## src/rtl/mem_arb_pkg.sv

```systemverilog
// Shared types and constants for the unified-memory port arbiter.
package mem_arb_pkg;

    // Arbiter FSM: idle, waiting on a fetch response, waiting on a data response.
    typedef enum logic [1:0] {
        IDLE   = 2'd0,
        I_WAIT = 2'd1,
        D_WAIT = 2'd2
    } arb_state_t;

    // Fetches always read a full word.
    localparam logic [3:0] BE_ALL = 4'hF;

    // True while a memory command is outstanding.
    function automatic logic is_wait_state(input arb_state_t s);
        return (s == I_WAIT) || (s == D_WAIT);
    endfunction

endpackage

```

## src/rtl/mem_port_arbiter_if.sv

```systemverilog
// Bundle of pipeline-side and memory-side signals around the arbiter.
// The slave modport is the arbiter's view; master is the surrounding
// pipeline and memory model.
interface mem_port_arbiter_if #(
    parameter int ADDR_W = 32,
    parameter int DATA_W = 32
);
    // Instruction fetch port
    logic              if_req_i;
    logic [ADDR_W-1:0] if_addr_i;
    logic              if_flush_i;
    logic [DATA_W-1:0] if_rdata_o;
    logic              if_valid_o;

    // Data load/store port
    logic              d_req_i;
    logic              d_we_i;
    logic [ADDR_W-1:0] d_addr_i;
    logic [DATA_W-1:0] d_wdata_i;
    logic [3:0]        d_be_i;
    logic [DATA_W-1:0] d_rdata_o;
    logic              d_valid_o;

    // Pipeline control
    logic              stall_o;
    logic              timeout_o;

    // Memory command/response
    logic              mem_req_o;
    logic              mem_we_o;
    logic [ADDR_W-1:0] mem_addr_o;
    logic [DATA_W-1:0] mem_wdata_o;
    logic [3:0]        mem_be_o;
    logic [DATA_W-1:0] mem_rdata_i;
    logic              mem_valid_i;

    modport slave (
        input  if_req_i, if_addr_i, if_flush_i,
        output if_rdata_o, if_valid_o,
        input  d_req_i, d_we_i, d_addr_i, d_wdata_i, d_be_i,
        output d_rdata_o, d_valid_o,
        output stall_o, timeout_o,
        output mem_req_o, mem_we_o, mem_addr_o, mem_wdata_o, mem_be_o,
        input  mem_rdata_i, mem_valid_i
    );

    modport master (
        output if_req_i, if_addr_i, if_flush_i,
        input  if_rdata_o, if_valid_o,
        output d_req_i, d_we_i, d_addr_i, d_wdata_i, d_be_i,
        input  d_rdata_o, d_valid_o,
        input  stall_o, timeout_o,
        input  mem_req_o, mem_we_o, mem_addr_o, mem_wdata_o, mem_be_o,
        output mem_rdata_i, mem_valid_i
    );

endinterface

```

## src/rtl/mem_arb_timeout.sv

```systemverilog
// Wait-cycle counter with a sticky timeout flag. The counter runs while a
// command is outstanding and is cleared whenever the arbiter is idle.
// expire fires in the last allowed wait cycle if no response arrives in it.
module mem_arb_timeout #(
    parameter int unsigned TIMEOUT_CYC = 255
) (
    input  logic clk_i,
    input  logic rst_i,
    input  logic count_en,
    input  logic clr,
    input  logic hit,
    output logic expire,
    output logic timeout
);
    localparam int unsigned CNT_W = $clog2(TIMEOUT_CYC) + 1;
    localparam logic [CNT_W-1:0] CNT_LAST = CNT_W'(TIMEOUT_CYC - 1);
    localparam logic [CNT_W-1:0] CNT_ONE  = {{(CNT_W-1){1'b0}}, 1'b1};

    logic [CNT_W-1:0] cnt_r;
    logic             flag_r;
    logic             expire_s;

    // A response in the final cycle wins over the abort.
    assign expire_s = count_en & ~hit & (cnt_r == CNT_LAST);
    assign expire   = expire_s;
    assign timeout  = flag_r;

    // Wait-cycle counter, zero whenever the arbiter is idle.
    always_ff @(posedge clk_i) begin
        if (rst_i) begin
            cnt_r <= {CNT_W{1'b0}};
        end else if (clr) begin
            cnt_r <= {CNT_W{1'b0}};
        end else if (count_en) begin
            cnt_r <= cnt_r + CNT_ONE;
        end else begin
            cnt_r <= cnt_r;
        end
    end

    // Sticky error flag, only reset can clear it.
    always_ff @(posedge clk_i) begin
        if (rst_i) begin
            flag_r <= 1'b0;
        end else if (expire_s) begin
            flag_r <= 1'b1;
        end else begin
            flag_r <= flag_r;
        end
    end

endmodule

```

## src/rtl/mem_port_arbiter.sv

```systemverilog
// Arbiter sharing one single-ported memory between instruction fetch and
// the data stage. Data accesses win in IDLE because they belong to the
// older instruction; a fetch in flight is always allowed to finish first.
// All outputs except stall_o are registered.
module mem_port_arbiter
    import mem_arb_pkg::*;
#(
    parameter int          ADDR_W      = 32,
    parameter int          DATA_W      = 32,
    parameter int unsigned TIMEOUT_CYC = 255
) (
    input  logic                 clk_i,
    input  logic                 rst_i,
    mem_port_arbiter_if.slave    bus
);
    arb_state_t        state_r;
    arb_state_t        state_nxt_s;

    logic              mem_req_r,   mem_req_nxt_s;
    logic              mem_we_r,    mem_we_nxt_s;
    logic [ADDR_W-1:0] mem_addr_r,  mem_addr_nxt_s;
    logic [DATA_W-1:0] mem_wdata_r, mem_wdata_nxt_s;
    logic [3:0]        mem_be_r,    mem_be_nxt_s;
    logic              if_valid_r,  if_valid_nxt_s;
    logic [DATA_W-1:0] if_rdata_r,  if_rdata_nxt_s;
    logic              d_valid_r,   d_valid_nxt_s;
    logic [DATA_W-1:0] d_rdata_r,   d_rdata_nxt_s;
    logic              discard_r,   discard_nxt_s;

    logic              d_take_s;
    logic              if_take_s;
    logic              count_en_s;
    logic              clr_s;
    logic              expire_s;
    logic              timeout_s;

    // A request is still pending unless its completion pulse is showing
    // this cycle; the requester drops the level only after seeing it.
    assign d_take_s   = bus.d_req_i & ~d_valid_r;
    assign if_take_s  = bus.if_req_i & ~if_valid_r & ~bus.if_flush_i;

    assign count_en_s = is_wait_state(state_r);
    assign clr_s      = ~count_en_s;

    mem_arb_timeout #(
        .TIMEOUT_CYC (TIMEOUT_CYC)
    ) u_timeout (
        .clk_i    (clk_i),
        .rst_i    (rst_i),
        .count_en (count_en_s),
        .clr      (clr_s),
        .hit      (bus.mem_valid_i),
        .expire   (expire_s),
        .timeout  (timeout_s)
    );

    // Next-state and next-output logic for the arbiter FSM.
    always_comb begin
        state_nxt_s     = state_r;
        mem_req_nxt_s   = 1'b0;
        mem_we_nxt_s    = mem_we_r;
        mem_addr_nxt_s  = mem_addr_r;
        mem_wdata_nxt_s = mem_wdata_r;
        mem_be_nxt_s    = mem_be_r;
        if_valid_nxt_s  = 1'b0;
        if_rdata_nxt_s  = if_rdata_r;
        d_valid_nxt_s   = 1'b0;
        d_rdata_nxt_s   = d_rdata_r;
        discard_nxt_s   = discard_r;

        case (state_r)
            IDLE: begin
                discard_nxt_s = 1'b0;
                if (d_take_s) begin
                    mem_req_nxt_s   = 1'b1;
                    mem_we_nxt_s    = bus.d_we_i;
                    mem_addr_nxt_s  = bus.d_addr_i;
                    mem_wdata_nxt_s = bus.d_wdata_i;
                    mem_be_nxt_s    = bus.d_be_i;
                    state_nxt_s     = D_WAIT;
                end else if (if_take_s) begin
                    mem_req_nxt_s   = 1'b1;
                    mem_we_nxt_s    = 1'b0;
                    mem_addr_nxt_s  = bus.if_addr_i;
                    mem_be_nxt_s    = BE_ALL;
                    state_nxt_s     = I_WAIT;
                end else begin
                    state_nxt_s     = IDLE;
                end
            end

            I_WAIT: begin
                if (bus.mem_valid_i) begin
                    // A flush in the response cycle still kills the pulse.
                    if_rdata_nxt_s = bus.mem_rdata_i;
                    if_valid_nxt_s = ~(discard_r | bus.if_flush_i);
                    discard_nxt_s  = 1'b0;
                    state_nxt_s    = IDLE;
                end else if (expire_s) begin
                    discard_nxt_s  = 1'b0;
                    state_nxt_s    = IDLE;
                end else if (bus.if_flush_i) begin
                    discard_nxt_s  = 1'b1;
                end else begin
                    state_nxt_s    = I_WAIT;
                end
            end

            D_WAIT: begin
                if (bus.mem_valid_i) begin
                    d_rdata_nxt_s = bus.mem_rdata_i;
                    d_valid_nxt_s = 1'b1;
                    state_nxt_s   = IDLE;
                end else if (expire_s) begin
                    state_nxt_s   = IDLE;
                end else begin
                    state_nxt_s   = D_WAIT;
                end
            end

            default: begin
                discard_nxt_s = 1'b0;
                state_nxt_s   = IDLE;
            end
        endcase
    end

    // State and output registers.
    always_ff @(posedge clk_i) begin
        if (rst_i) begin
            state_r     <= IDLE;
            mem_req_r   <= 1'b0;
            mem_we_r    <= 1'b0;
            mem_addr_r  <= {ADDR_W{1'b0}};
            mem_wdata_r <= {DATA_W{1'b0}};
            mem_be_r    <= 4'h0;
            if_valid_r  <= 1'b0;
            if_rdata_r  <= {DATA_W{1'b0}};
            d_valid_r   <= 1'b0;
            d_rdata_r   <= {DATA_W{1'b0}};
            discard_r   <= 1'b0;
        end else begin
            state_r     <= state_nxt_s;
            mem_req_r   <= mem_req_nxt_s;
            mem_we_r    <= mem_we_nxt_s;
            mem_addr_r  <= mem_addr_nxt_s;
            mem_wdata_r <= mem_wdata_nxt_s;
            mem_be_r    <= mem_be_nxt_s;
            if_valid_r  <= if_valid_nxt_s;
            if_rdata_r  <= if_rdata_nxt_s;
            d_valid_r   <= d_valid_nxt_s;
            d_rdata_r   <= d_rdata_nxt_s;
            discard_r   <= discard_nxt_s;
        end
    end

    assign bus.mem_req_o   = mem_req_r;
    assign bus.mem_we_o    = mem_we_r;
    assign bus.mem_addr_o  = mem_addr_r;
    assign bus.mem_wdata_o = mem_wdata_r;
    assign bus.mem_be_o    = mem_be_r;
    assign bus.if_valid_o  = if_valid_r;
    assign bus.if_rdata_o  = if_rdata_r;
    assign bus.d_valid_o   = d_valid_r;
    assign bus.d_rdata_o   = d_rdata_r;
    assign bus.timeout_o   = timeout_s;

    // Whole pipeline freezes while either stage still waits on memory.
    assign bus.stall_o     = d_take_s | if_take_s;

endmodule

```

## src/flat_wrapper.sv

```systemverilog
// flat-port wrapper written by rule: the top's interface ports become plain ports
module mem_port_arbiter_flat import mem_arb_pkg::*;
#(
    parameter int          ADDR_W      = 32,
    parameter int          DATA_W      = 32,
    parameter int unsigned TIMEOUT_CYC = 255
)
  (clk_i, rst_i, bus_if_req_i, bus_if_addr_i, bus_if_flush_i, bus_if_rdata_o, bus_if_valid_o, bus_d_req_i, bus_d_we_i, bus_d_addr_i, bus_d_wdata_i, bus_d_be_i, bus_d_rdata_o, bus_d_valid_o, bus_stall_o, bus_timeout_o, bus_mem_req_o, bus_mem_we_o, bus_mem_addr_o, bus_mem_wdata_o, bus_mem_be_o, bus_mem_rdata_i, bus_mem_valid_i);
  mem_port_arbiter_if #(.ADDR_W(ADDR_W), .DATA_W(DATA_W)) bus_i ();
  input  logic clk_i;
  input  logic rst_i;
  input wire logic [$bits(bus_i.if_req_i)-1:0] bus_if_req_i;
  input wire logic [$bits(bus_i.if_addr_i)-1:0] bus_if_addr_i;
  input wire logic [$bits(bus_i.if_flush_i)-1:0] bus_if_flush_i;
  output wire logic [$bits(bus_i.if_rdata_o)-1:0] bus_if_rdata_o;
  output wire logic [$bits(bus_i.if_valid_o)-1:0] bus_if_valid_o;
  input wire logic [$bits(bus_i.d_req_i)-1:0] bus_d_req_i;
  input wire logic [$bits(bus_i.d_we_i)-1:0] bus_d_we_i;
  input wire logic [$bits(bus_i.d_addr_i)-1:0] bus_d_addr_i;
  input wire logic [$bits(bus_i.d_wdata_i)-1:0] bus_d_wdata_i;
  input wire logic [$bits(bus_i.d_be_i)-1:0] bus_d_be_i;
  output wire logic [$bits(bus_i.d_rdata_o)-1:0] bus_d_rdata_o;
  output wire logic [$bits(bus_i.d_valid_o)-1:0] bus_d_valid_o;
  output wire logic [$bits(bus_i.stall_o)-1:0] bus_stall_o;
  output wire logic [$bits(bus_i.timeout_o)-1:0] bus_timeout_o;
  output wire logic [$bits(bus_i.mem_req_o)-1:0] bus_mem_req_o;
  output wire logic [$bits(bus_i.mem_we_o)-1:0] bus_mem_we_o;
  output wire logic [$bits(bus_i.mem_addr_o)-1:0] bus_mem_addr_o;
  output wire logic [$bits(bus_i.mem_wdata_o)-1:0] bus_mem_wdata_o;
  output wire logic [$bits(bus_i.mem_be_o)-1:0] bus_mem_be_o;
  input wire logic [$bits(bus_i.mem_rdata_i)-1:0] bus_mem_rdata_i;
  input wire logic [$bits(bus_i.mem_valid_i)-1:0] bus_mem_valid_i;
  assign bus_i.if_req_i = bus_if_req_i;
  assign bus_i.if_addr_i = bus_if_addr_i;
  assign bus_i.if_flush_i = bus_if_flush_i;
  assign bus_if_rdata_o = bus_i.if_rdata_o;
  assign bus_if_valid_o = bus_i.if_valid_o;
  assign bus_i.d_req_i = bus_d_req_i;
  assign bus_i.d_we_i = bus_d_we_i;
  assign bus_i.d_addr_i = bus_d_addr_i;
  assign bus_i.d_wdata_i = bus_d_wdata_i;
  assign bus_i.d_be_i = bus_d_be_i;
  assign bus_d_rdata_o = bus_i.d_rdata_o;
  assign bus_d_valid_o = bus_i.d_valid_o;
  assign bus_stall_o = bus_i.stall_o;
  assign bus_timeout_o = bus_i.timeout_o;
  assign bus_mem_req_o = bus_i.mem_req_o;
  assign bus_mem_we_o = bus_i.mem_we_o;
  assign bus_mem_addr_o = bus_i.mem_addr_o;
  assign bus_mem_wdata_o = bus_i.mem_wdata_o;
  assign bus_mem_be_o = bus_i.mem_be_o;
  assign bus_i.mem_rdata_i = bus_mem_rdata_i;
  assign bus_i.mem_valid_i = bus_mem_valid_i;
  mem_port_arbiter #(.ADDR_W(ADDR_W), .DATA_W(DATA_W), .TIMEOUT_CYC(TIMEOUT_CYC)) u_core (.clk_i(clk_i), .rst_i(rst_i), .bus(bus_i));
endmodule
```

## config.mk

```make
export PLATFORM = sky130hd
export DESIGN_NAME = mem_port_arbiter_flat
export DESIGN_NICKNAME = d
export VERILOG_FILES = /design/src/rtl/mem_arb_pkg.sv /design/src/rtl/mem_port_arbiter_if.sv /design/src/rtl/mem_arb_timeout.sv /design/src/rtl/mem_port_arbiter.sv /design/src/flat_wrapper.sv
export SDC_FILE = /design/constraint.sdc
export NUM_CORES = 1
export LEC_CHECK = 0
export ABC_AREA = 1
export BUFFER_PORTS_ARGS = -buffer_cell sky130_fd_sc_hd__buf_2
export CAP_MARGIN = 40
export CORE_ASPECT_RATIO = 0.6
export CORE_UTILIZATION = 30
export CTS_BUF_LIST = sky130_fd_sc_hd__clkbuf_4 sky130_fd_sc_hd__clkbuf_8
export CTS_CLUSTER_DIAMETER = 60
export DETAILED_ROUTE_END_ITERATION = 7
export GPL_ROUTABILITY_DRIVEN = 0
export PLACE_DENSITY_LB_ADDON = 0.08
export SYNTH_ARGS = -nofsm -noshare
export SYNTH_HDL_FRONTEND = slang
export SYNTH_SLANG_ARGS = --single-unit
```

## constraint.sdc

```tcl
create_clock -name clk_i -period 2.1 [get_ports clk_i]
set_clock_uncertainty 0.2 [all_clocks]
set_input_delay 0.21 -clock clk_i [delete_from_list [all_inputs] [get_ports clk_i]]
set_output_delay 0.21 -clock clk_i [all_outputs]
set_load 0.01 [all_outputs]
```

==> impl_results.md <==
* Element type at the critical path end: flip-flop
* Vias in the first global route at approximately 5900
* Reg2Reg Depth at 7
* Startpoint types: flip-flop
* PD cells at ~760 nW/µm²
* Final Max Slew Viols at 0
* Vias post-DR at 6271
* Sw power at 1820 µW
* Full die area at 19300 µm²
* Synth top area share at 0.531
* Reg2reg start: u_core.state_r[0]$_SDFFE_PP0P_
* Util after Layout at 0.499
* Width of the die at 179 µm
* Final setup violation count at 0
* Power, Total at between 6000 and 7000 µW
* Register Area at 2980 µm²
* Arr. time, crit path at between 1.5 and 2 ns
* Grt total ovfl at 0
* CTS tree: done
* Layout area overhead at 61.7%
* Post-Synthesis Cells at between 700 and 800
* Num Clock Sinks at 149
* Fin crit share at 0.862
* Setup TNS at 0 ns
* Clock share of power at 0.370
* Post-DR wirelength/cell at 14.4 µm
* VDD IR-drop max at roughly 0.29 mV
* Layout cells sized above 1 at 0.291
* TritonCTS Buffers at 17
* Starting density of the core at 0.309
* Seq pwr share at 0.450
* Max-Cap Viols at 0
* Max clock buf depth at 2
* Clk Latency, worst-skew pair at approximately 0.44 ns
* DRC viols at 0
* RSZ-0062 raised after global routing: no
* Antenna Nets Post-Route at 0
* Io pins at around 280
* Seq cells post-synth at approximately 150
* Largest net degree at the start of global routing at 69
* Root buf cell: clkbuf_8
* Fillers at between 1500 and 2000
* Clock slew at reported path FFs at about 0.08 ns
* Pre-CTS setup slack at roughly 0.27 ns
* Status: finished clean
* Post-synthesis cell area at between 5000 and 6000 µm²
* Crit-path max FO at 18
* Multi-input gate area at 2290 µm²
* Mean number of vias per cell at about 4.6
* Final hold viol count at 0
* Hold path start: bus_d_req_i
* Worst-Margin Slew at around 0.44 ns
* Total iterations of the first detailed-routing run at 5
* Most common library cells after synthesis: 149 x dfxtp_1, 141 x nor2_1, 123 x nand2_1
* Tot GR Track Use at 0.206
* Crit path time final at approximately 1.8 ns
* Max_slew headroom at 0.705
* Synth area leaders: dfxtp_1 53%, nor2_1 9.4%, nand2_1 8.2%
* Lkg Pwr at between 0.004 and 0.005 µW
* Synth unique cells at 25
* Post-synth top area cell: dfxtp_1
* Core ar. at 18200 µm²
* Count leader, synth: dfxtp_1
* Register area share after synthesis at 0.531
* 1st-iter DRT viols at 465
* EDFF count, synth at 0
* Post-Syn Nets at 871
* Sw Share at 0.264
* RR Endpoint: u_core.bus.mem_addr_o[16]$_SDFFE_PP0P_
* Nets at ~1300
* Async SR Flop Fraction at 0
* Initial antenna violation count at 0
* Worst path required time at 2.23 ns
* Internal power at 5080 µW
* Fmax at 553 MHz
* Avg Cell Area, Syn at about 7.7 µm²
* R2r setup slk at around 0.29 ns
* CP Class: reg2reg
* Port buffer count at about 280
* Final WS setup at between 0.2 and 0.3 ns
* Row count at 38
* First-pass GRT wire length at 30800 µm
* Post-synth top flop: dfxtp_1
* CTS H-tree lvls at 4
* WHS Path Cells at 7
* Synth warn at 0
* N_diodes at 0
* Hold path endpoint: u_core.bus.mem_req_o$_SDFF_PP0_
* Fraction of power consumed by combinational cells at 0.179
* DP HPWL at between 10000 and 15000 µm
* Die Y at ~110 µm
* Detailed Route WL at between 15000 and 20000 µm
* HP Class: in2reg
[layer usage]
layer | part of all wire | GRT usage | wire, µm | up-vias
li1 | - | - | - | 3198
met1 | 0.45 | 0.261 | 8970 | 2802
met2 | 0.46 | 0.333 | 9090 | 242
met3 | 0.070 | 0.0605 | 1380 | 29
met4 | 0.017 | 0.0714 | 334 | 0
met5 | 0 | 0 | 0 | -
[logic make-up (layout without fill, tap and decap cells)]
kind of cell / count (synthesis) / count (layout) / share of synthesized area
simple gates: 311 / 311 / 0.220
fa+ha+maj: 6 / 6 / 0.0134
flops: 149 / 149 / 0.531
compound gates: 181 / 181 / 0.173
buf+inv: 79 / 488 / 0.0623
[state kept, by name, indices dropped and copies added, names as in the netlist]
signal and count:
u_core.bus.d_rdata_o 32, u_core.bus.d_valid_o 1, u_core.bus.if_rdata_o 32, u_core.bus.if_valid_o 1, u_core.bus.mem_addr_o 32, u_core.bus.mem_be_o 4, u_core.bus.mem_req_o 1, u_core.bus.mem_wdata_o 32
u_core.bus.mem_we_o 1, u_core.discard_r 1, u_core.state_r 2, u_core.u_timeout.cnt_r 9, u_core.u_timeout.timeout 1
[power groups by stage]
| stage | clock (µW) | combinational, µW | sequential, µW |
|---|---|---|---|
| after CTS | 2660 | 1240 | 3100 |
| after detailed placement | 0 | 1030 | 3170 |
| after floorplan | 0 | 471 | 3260 |
| after global routing | 2790 | 1370 | 3130 |
| final | 2560 | 1240 | 3110 |
| after global placement | 0 | 1030 | 3170 |
[what timing repair did]
item | CTS | global route
setup buffers | 0 | 0
hold buffers | 137 | 0
hold endpoints to repair | 141 | 0
resized for setup | 0 | 0
[worst max-delay path, stage by stage (launching register included)]
cell and delay (ns):
dfxtp_1 0.39, inv_1 0.08, ha_1 0.22, nand2_2 0.10
clkinv_2 0.23, buf_4 0.27, o21ai_1 0.14, a31oi_1 0.05
[through the flow]
step | hold WS, ns | std cells | instance area (µm²)
CTS | 0.0321 | 1375 | 9090
global route | 0.0643 | 1375 | 9090
floorplan | 0.0887 | 726 | 5620
detailed placement | 0.220 | 1207 | 7260
finish | 0.0686 | 1375 | 9090
global placement | 0.217 | 1207 | 7260
[how the worst max path moves through the flow]
stage / from / end / slack [ns] / cells past startpoint
detailed placement: u_core.state_r[0]$_SDFFE_PP0P_ / u_core.bus.mem_addr_o[31]$_SDFFE_PP0P_ / 0.27 / 7
global route: u_core.state_r[0]$_SDFFE_PP0P_ / u_core.bus.mem_addr_o[31]$_SDFFE_PP0P_ / 0.11 / 7
global placement: u_core.state_r[0]$_SDFFE_PP0P_ / u_core.bus.mem_addr_o[31]$_SDFFE_PP0P_ / 0.33 / 7
floorplan: u_core.state_r[0]$_SDFFE_PP0P_ / u_core.bus.mem_wdata_o[23]$_SDFFE_PP0P_ / 0.48 / 7
finish: u_core.state_r[0]$_SDFFE_PP0P_ / u_core.bus.mem_addr_o[16]$_SDFFE_PP0P_ / 0.29 / 7
CTS: u_core.state_r[0]$_SDFFE_PP0P_ / u_core.bus.mem_addr_o[31]$_SDFFE_PP0P_ / 0.26 / 7
[cells in the final DEF, fill, tap and decap left out, drive strengths merged]
master / instances
ha: 6
buf: 293
nand3: 39
dlygate4sd3: 137
bufinv: 4
nor4: 2
dfxtp: 149
nor2: 142
nor3: 2
clkbuf: 24
o211ai: 3
clkinv: 2
a211oi: 1
o21ai: 101
nand2: 124
a21oi: 41
a31oi: 34
nand4: 2
inv: 27
o221ai: 1
clkinvlp: 1
[cell type report]
class	instances	area share
inverter	27	0.0116
sequential	149	0.328
timing repair buffer	430	0.325
multi-input combinational	498	0.252
clock inverter	7	0.0156
clock buffer	24	0.0350
tap	240	0.0330
Note: power is estimated with default switching activity, not from simulation.
